`config.mk`:
```
export PLATFORM = sky130hd
export DESIGN_NAME = freq_meter_ctrl
export DESIGN_NICKNAME = d
export VERILOG_FILES = /design/src/rtl/freq_meter_ctrl.sv
export SDC_FILE = /design/constraint.sdc
export NUM_CORES = 1
export LEC_CHECK = 0
export ABC_CLOCK_PERIOD_IN_PS = 2700
export BUFFER_PORTS_ARGS = -buffer_cell sky130_fd_sc_hd__buf_2
export CAP_MARGIN = 5
export CELL_PAD_IN_SITES_DETAIL_PLACEMENT = 0
export CELL_PAD_IN_SITES_GLOBAL_PLACEMENT = 2
export CORE_MARGIN = 10
export CORE_UTILIZATION = 36
export DETAILED_ROUTE_END_ITERATION = 6
export PLACE_DENSITY = 0.78
export RECOVER_POWER = 25
export SYNTH_ARGS = -nofsm -noshare
export SYNTH_HDL_FRONTEND = slang
export SYNTH_SLANG_ARGS = --single-unit
```
`constraint.sdc`:
```
create_clock -name clk -period 2.7 [get_ports clk]
set_clock_uncertainty 0.15 [all_clocks]
set_input_delay 0.54 -clock clk [delete_from_list [all_inputs] [get_ports clk]]
set_output_delay 0.54 -clock clk [all_outputs]
set_load 0.005 [all_outputs]
```
`src/rtl/freq_meter_ctrl.sv`:
```
// ============================================================================
// Module   : freq_meter_ctrl
// Brief    : Gated edge counter sequencer: arms, gates, latches and re-arms a
//            saturating edge counter over a programmable window of clk cycles.
// Revision : 1.0 - initial release
// ============================================================================
`default_nettype none

module freq_meter_ctrl #(
  parameter int CNT_W       = 24,
  parameter int GATE_W      = 26,
  parameter int GATE_CYCLES = 4_800_000
) (
  input  logic             clk,
  input  logic             rst,
  input  logic             sig_in,
  input  logic             start,
  input  logic             cont,
  input  logic             abort,
  output logic             busy,
  output logic             done,
  output logic [CNT_W-1:0] count,
  output logic             overflow
);

  typedef enum logic [1:0] {
    ST_IDLE = 2'd0,
    ST_GATE = 2'd1,
    ST_DONE = 2'd2
  } state_t;

  localparam logic [GATE_W-1:0] GATE_LOAD = GATE_W'(GATE_CYCLES - 1);
  localparam logic [CNT_W-1:0]  CNT_MAX   = '1;

  state_t              state_q, state_d;
  logic                s1_q, s1_d, s2_q, s2_d, s3_q, s3_d;
  logic [GATE_W-1:0]   gate_cnt_q, gate_cnt_d;
  logic [CNT_W-1:0]    edge_cnt_q, edge_cnt_d;
  logic                sat_q, sat_d;
  logic [CNT_W-1:0]    count_q, count_d;
  logic                overflow_q, overflow_d;
  logic                done_q, done_d;
  logic                busy_q, busy_d;

  logic                strobe;
  logic [CNT_W-1:0]    edge_nxt;
  logic                sat_nxt;

  assign strobe = s2_q & ~s3_q;

  // Saturating increment: once at all-ones the counter holds and flags sat.
  always_comb begin
    edge_nxt = edge_cnt_q;
    sat_nxt  = sat_q;
    if (strobe) begin
      if (edge_cnt_q == CNT_MAX) begin
        sat_nxt = 1'b1;
      end else begin
        edge_nxt = edge_cnt_q + 1'b1;
      end
    end
  end

  always_comb begin
    s1_d       = sig_in;
    s2_d       = s1_q;
    s3_d       = s2_q;
    state_d    = state_q;
    gate_cnt_d = gate_cnt_q;
    edge_cnt_d = edge_cnt_q;
    sat_d      = sat_q;
    count_d    = count_q;
    overflow_d = overflow_q;
    done_d     = 1'b0;

    case (state_q)
      ST_IDLE: begin
        if (start && !abort) begin
          gate_cnt_d = GATE_LOAD;
          edge_cnt_d = '0;
          sat_d      = 1'b0;
          state_d    = ST_GATE;
        end
      end
      ST_GATE: begin
        if (abort) begin
          state_d = ST_IDLE;
        end else begin
          edge_cnt_d = edge_nxt;
          sat_d      = sat_nxt;
          if (gate_cnt_q == '0) begin
            // Last gate cycle: its own strobe is included in the result.
            count_d    = edge_nxt;
            overflow_d = sat_nxt;
            done_d     = 1'b1;
            state_d    = ST_DONE;
          end else begin
            gate_cnt_d = gate_cnt_q - 1'b1;
          end
        end
      end
      ST_DONE: begin
        if (abort) begin
          state_d = ST_IDLE;
        end else if (cont) begin
          gate_cnt_d = GATE_LOAD;
          edge_cnt_d = '0;
          sat_d      = 1'b0;
          state_d    = ST_GATE;
        end else begin
          state_d = ST_IDLE;
        end
      end
      default: begin
        state_d = ST_IDLE;
      end
    endcase

    busy_d = (state_d != ST_IDLE);
  end

  always_ff @(posedge clk) begin
    if (rst) begin
      state_q    <= ST_IDLE;
      s1_q       <= 1'b0;
      s2_q       <= 1'b0;
      s3_q       <= 1'b0;
      gate_cnt_q <= '0;
      edge_cnt_q <= '0;
      sat_q      <= 1'b0;
      count_q    <= '0;
      overflow_q <= 1'b0;
      done_q     <= 1'b0;
      busy_q     <= 1'b0;
    end else begin
      state_q    <= state_d;
      s1_q       <= s1_d;
      s2_q       <= s2_d;
      s3_q       <= s3_d;
      gate_cnt_q <= gate_cnt_d;
      edge_cnt_q <= edge_cnt_d;
      sat_q      <= sat_d;
      count_q    <= count_d;
      overflow_q <= overflow_d;
      done_q     <= done_d;
      busy_q     <= busy_d;
    end
  end

  assign busy     = busy_q;
  assign done     = done_q;
  assign count    = count_q;
  assign overflow = overflow_q;

endmodule

`default_nettype wire

```
After elaboration in Yosys (flattened, before gate mapping):

Cells that the tools add are included.

* muxes and demuxes: 27
* bitwise operators: 4
* reductions and logical operators: 10
* add/sub/neg operators: 2
* equality and inequality tests: 8

Operators by type and width (count)
* 24-bit two-way mux: 6
* 26-bit two-way mux: 5
* 26-bit case mux with 3 select lines: 1
* 24-bit case mux with 3 select lines: 1
* 26-bit zero test: 1
* 26-bit by 1-bit subtractor with 26-bit output, second input constant: 1
* 24-bit by 1-bit adder with 24-bit output, second input constant: 1
* 24-bit equality test, second input constant: 1
* 2-bit != test, second input constant: 5
* 1-bit two-way mux: 9
* 2-bit two-way mux: 3
* 2-bit case mux with 3 select lines: 1
* 6-bit AND reduction: 1
* 5-bit AND reduction: 1
* 1-bit inverter: 3
* 1-bit case mux with 3 select lines: 1
* 3-bit AND reduction: 1
* 3-bit nonzero test: 1
* 3-bit OR reduction: 1
* 2-bit by 1-bit equality test with 1-bit output, second input constant: 1
* 2-bit equality test, second input constant: 1
* 2-bit zero test: 1
* 2-bit nonzero test: 1
* 1-bit bitwise AND: 1
* other kinds (2): 2

* input bits: 6
* register bits: 83

Longest topological paths before layout:

* depth in word-level cells: 5
* mapped depth: 8

Worst setup path before layout:

No wires, ideal clock.

* kind: register to register
* from: reg gate_cnt_q[10]
* to: reg count_q[11] (netlist: count[11])
* buffers on the path: 1
* clock period less this slack: 2408 ps
* cell stages (with the launch flop): 7
* data arrival time: 2124 ps
* data required time: 2416 ps
* path slack: 292 ps
* cell sequence: dfxtp_1 or4_4 nand2b_4 or4_1 nor2_2 buf_4 a211oi_1

* word-level cells in the longest chain between the ends: 2

RTL lines
* start, declared: line 37 `logic [GATE_W-1:0] gate_cnt_q, gate_cnt_d;`
* start signal, assigned: line 140 `gate_cnt_q <= gate_cnt_d;`
* 26-bit zero test: line 91 `if (gate_cnt_q == '0) begin`
* 3-bit AND reduction (no line)
* end signal, assigned: line 143 `count_q <= count_d;`
* end, declared: line 40 `logic [CNT_W-1:0] count_q, count_d;`

Every way passes these cells.
A chain may end at the register's enable or synchronous reset.

Worst setup path in the final report:

* from: reg edge_cnt_q[9]
* to: reg edge_cnt_q[23]

* word-level cells in the longest chain between the ends: 5
* elaborated cells on any way between the ends: 6
* those cells by class: 1 x add/sub; 1 x eq/ne; 4 x mux

RTL lines
* start, declared: line 38 `logic [CNT_W-1:0] edge_cnt_q, edge_cnt_d;`
* start signal, assigned: line 141 `edge_cnt_q <= edge_cnt_d;`
* 24-bit by 1-bit adder with 24-bit output / 24-bit equality test (equally long branches): line 59, 56
* 24-bit two-way mux *: line 56 `if (edge_cnt_q == CNT_MAX) begin`
* 24-bit two-way mux *: line 55 `if (strobe) begin`
* 24-bit two-way mux *: line 86 `if (abort) begin`
* 24-bit case mux with 3 select lines *: line 76 `case (state_q)`

Mark *: on every way between the ends. The rest lies on a longest branch, timed or not. The select of a mux whose other input is x is not followed.

==> results.cfg <==
[run_status]
outcome = completed

[logic_synthesis]
syn_nets = 509
yosys.cell_types.count = 57
synthCells = 501
synth-edff-count = 0
synth_ff_type = dfxtp_1
ys_warn_count = 0
synth_seq_area_share = 0.394
synth_seq_cells = 83
async_reset_ff_frac = 0
syn_avg_cell_area_um2 = 8.41
syn_area_um2 = 4220

[power_and_ir_drop]
power_frac_seq = 0.463
ir_drop_mv = 0.421
sw_frac_of_total = 0.245
p_per_area_nw_per_um2 = 562
share_clk_of_total_power = 0.434
p_leak_nw = 1.57
total_power_mw = 2.78
internal_power_mw = 2.10
p_comb_frac = 0.103
p_sw_mw = 0.681

[global_routing]
gr-total-overflow = 0
grt_max_degree = 25
first_global_vias = 3701
grt_pass1_wl_um = 19800
antenna_found_initial = 0
grtUsageTotal = 0.148

[cts]
clk_pin_slew_ns = 0.06
hold_buffers = 0
htreeDepth = 3
cts_resized = 0
cts_buffers = 9
cts_root_buf = clkbuf_16
clockBufferDepth = 2
cts.sinks = 83
worstSkewPairLatency_ns = 0.34
cts_setup_buffers = 0
cts_tree = yes

[route]
vias = 3921
drc = 0
drtIter0Drc = 239
routed_wirelength_um = 11800
viasPerCell = 5.66
wire_per_inst_um = 17.0
drt_first_pass_iters = 5
postRouteAntennaNets = 0

[cells_and_area]
antenna_cells = 0
final_cell_mix = dfxtp_1 (83), nor2_1 (42), a21oi_1 (37)
layout_commonest_cell = dfxtp_1
fill_cells = 1159
final-seq-area_um2 = 1660
drive_above_1_share = 0.136
fin_nets = 555
multiInputGateArea_um2 = 2390
area_delta_synth_final_pct = 17.3
final_cell_area_um2 = 4940

[setup_path]
cp_cell_sequence = nand3_1 -> or4_4 -> or4_4 -> or3_1 -> o21ai_0
slowest_stage = or4_4
max_stage_delay_ns = 0.63
path_class = reg -> reg
startpoint_type = flip-flop
timing.rr.start = edge_cnt_q[9]
reg2reg_slack_ns = 0.24
cp-startpoint = edge_cnt_q[9]
cp_data_required_time_ns = 2.81
crit_top_cell = or4_4
cp_data_arrival_time_ns = 2.57
reg2reg_depth = 5
r2r_end = edge_cnt_q[23]
worstPathMaxFanout = 6
endpoint_kind = flip-flop

[die]
dieHeight_um = 128
die_area_um2 = 16400
row_count = 39
core_region_area_um2 = 11400
ios = 33
fp.dieW_um = 128
start_util = 0.369

[place]
place_hpwl_um = 8390
portBuffers = 32
place_area_um2 = 4690
routabilityCongestion = 0.808
dp_slack_ns = 0.248

[timing]
drv_slew = 0
setup_violations = 0
setup_ws_ns = 0.240
max_freq_mhz = 407
fin_crit_sh = 0.911
slew_headroom = 0.249
tns_ns = 0
fin_crit_ns = 2.46
hold_viol = 0
worst_pin_slew_ns = 1.13
holdWs_ns = 0.284
grt_setup_unrepaired = false

[worst_hold_path]
hp-class = reg -> reg
worstHoldEndpoint = s2_q
hold_path_startpoint = s1_q
hold_depth = 1

[job]
drv_cap = 0
power by group through the flow:
stage / Combinational, mW / Clock (mW) / Sequential (mW)
6_report: 0.286 / 1.21 / 1.29
5_1_grt: 0.317 / 1.30 / 1.29
4_1_cts: 0.287 / 1.25 / 1.29
3_5_place_dp: 0.285 / 0 / 1.31
3_3_place_gp: 0.281 / 0 / 1.31
2_1_floorplan: 0.183 / 0 / 1.31
worst max-delay path: cells and delay by family, from the launching register on:
kind,cells,cell delay [ns]
flops,1,0.38
simple gates,4,1.78
compound gates,1,0.08
registers in the layout, indices dropped and copies added, names as in the netlist:
name / flops
count: 24
done: 1
s3_q: 1
busy: 1
state_q: 2
s1_q: 1
overflow: 1
gate_cnt_q: 26
sat_q: 1
edge_cnt_q: 24
s2_q: 1
through the flow:
stage / utilization / cells
3_3_place_gp: 0.411 / 679
2_1_floorplan: - / 501
6_report: 0.433 / 693
4_1_cts: 0.436 / 693
3_5_place_dp: 0.411 / 679
5_1_grt: 0.433 / 693
logic make-up after synthesis:
group | Yosys count | synth area share
simple gates | 198 | 0.272
compound gates | 147 | 0.225
flops | 83 | 0.394
buf+inv | 42 | 0.0416
xor+xnor | 25 | 0.0519
mux | 4 | 0.00980
fa+ha+maj | 2 | 0.00594
cell usage after synthesis (3+ instances only):
cell type,instances,area share
dfxtp_1,83,0.39
nor2_1,42,0.037
a21oi_1,37,0.044
a211oi_1,32,0.057
o21ai_0,24,0.028
or3_1,24,0.036
a31oi_1,22,0.033
clkbuf_1,21,0.019
nand2_1,21,0.019
nand3_1,18,0.021
xnor2_1,16,0.033
inv_1,15,0.013
nand4_1,14,0.021
nand2b_1,11,0.016
nor3_1,9,0.011
o31ai_1,9,0.016
or4_1,9,0.016
xor2_1,9,0.019
nor4_1,8,0.012
nor2b_1,6,0.0089
o211ai_1,6,0.011
and4_1,4,0.0083
or4_4,4,0.011
and2_1,3,0.0045
and3_1,3,0.0045
buf_2,3,0.0036
mux2i_1,3,0.0071
nor3b_1,3,0.0053
nor4_2,3,0.0089
or3_2,3,0.0053
or4_2,3,0.0062
worst max-delay path by stage:
stage	cells after the start	to	slack (ns)
3_5_place_dp	5	gate_cnt_q[17]	0.25
6_report	5	edge_cnt_q[23]	0.24
5_1_grt	5	count[21]	0.08
3_3_place_gp	5	gate_cnt_q[17]	0.26
4_1_cts	5	edge_cnt_q[19]	0.24
2_1_floorplan	6	count[11]	0.29
final cells by class:
type / instances / share of cell area
sequential: 83 / 0.336
inverter: 15 / 0.0114
tap: 143 / 0.0362
multi-input combinational: 376 / 0.483
timing repair buffer: 62 / 0.0764
clock inverter: 3 / 0.00810
clock buffer: 11 / 0.0491
metal layers:
metal	up-vias	part of all wire	global-route usage
met5	-	0	0
met4	0	0.0079	0.0298
met3	8	0.042	0.0471
met2	67	0.40	0.203
met1	1871	0.54	0.218
li1	1975	-	-
No activity file was read; power rests on OpenSTA's default activity.
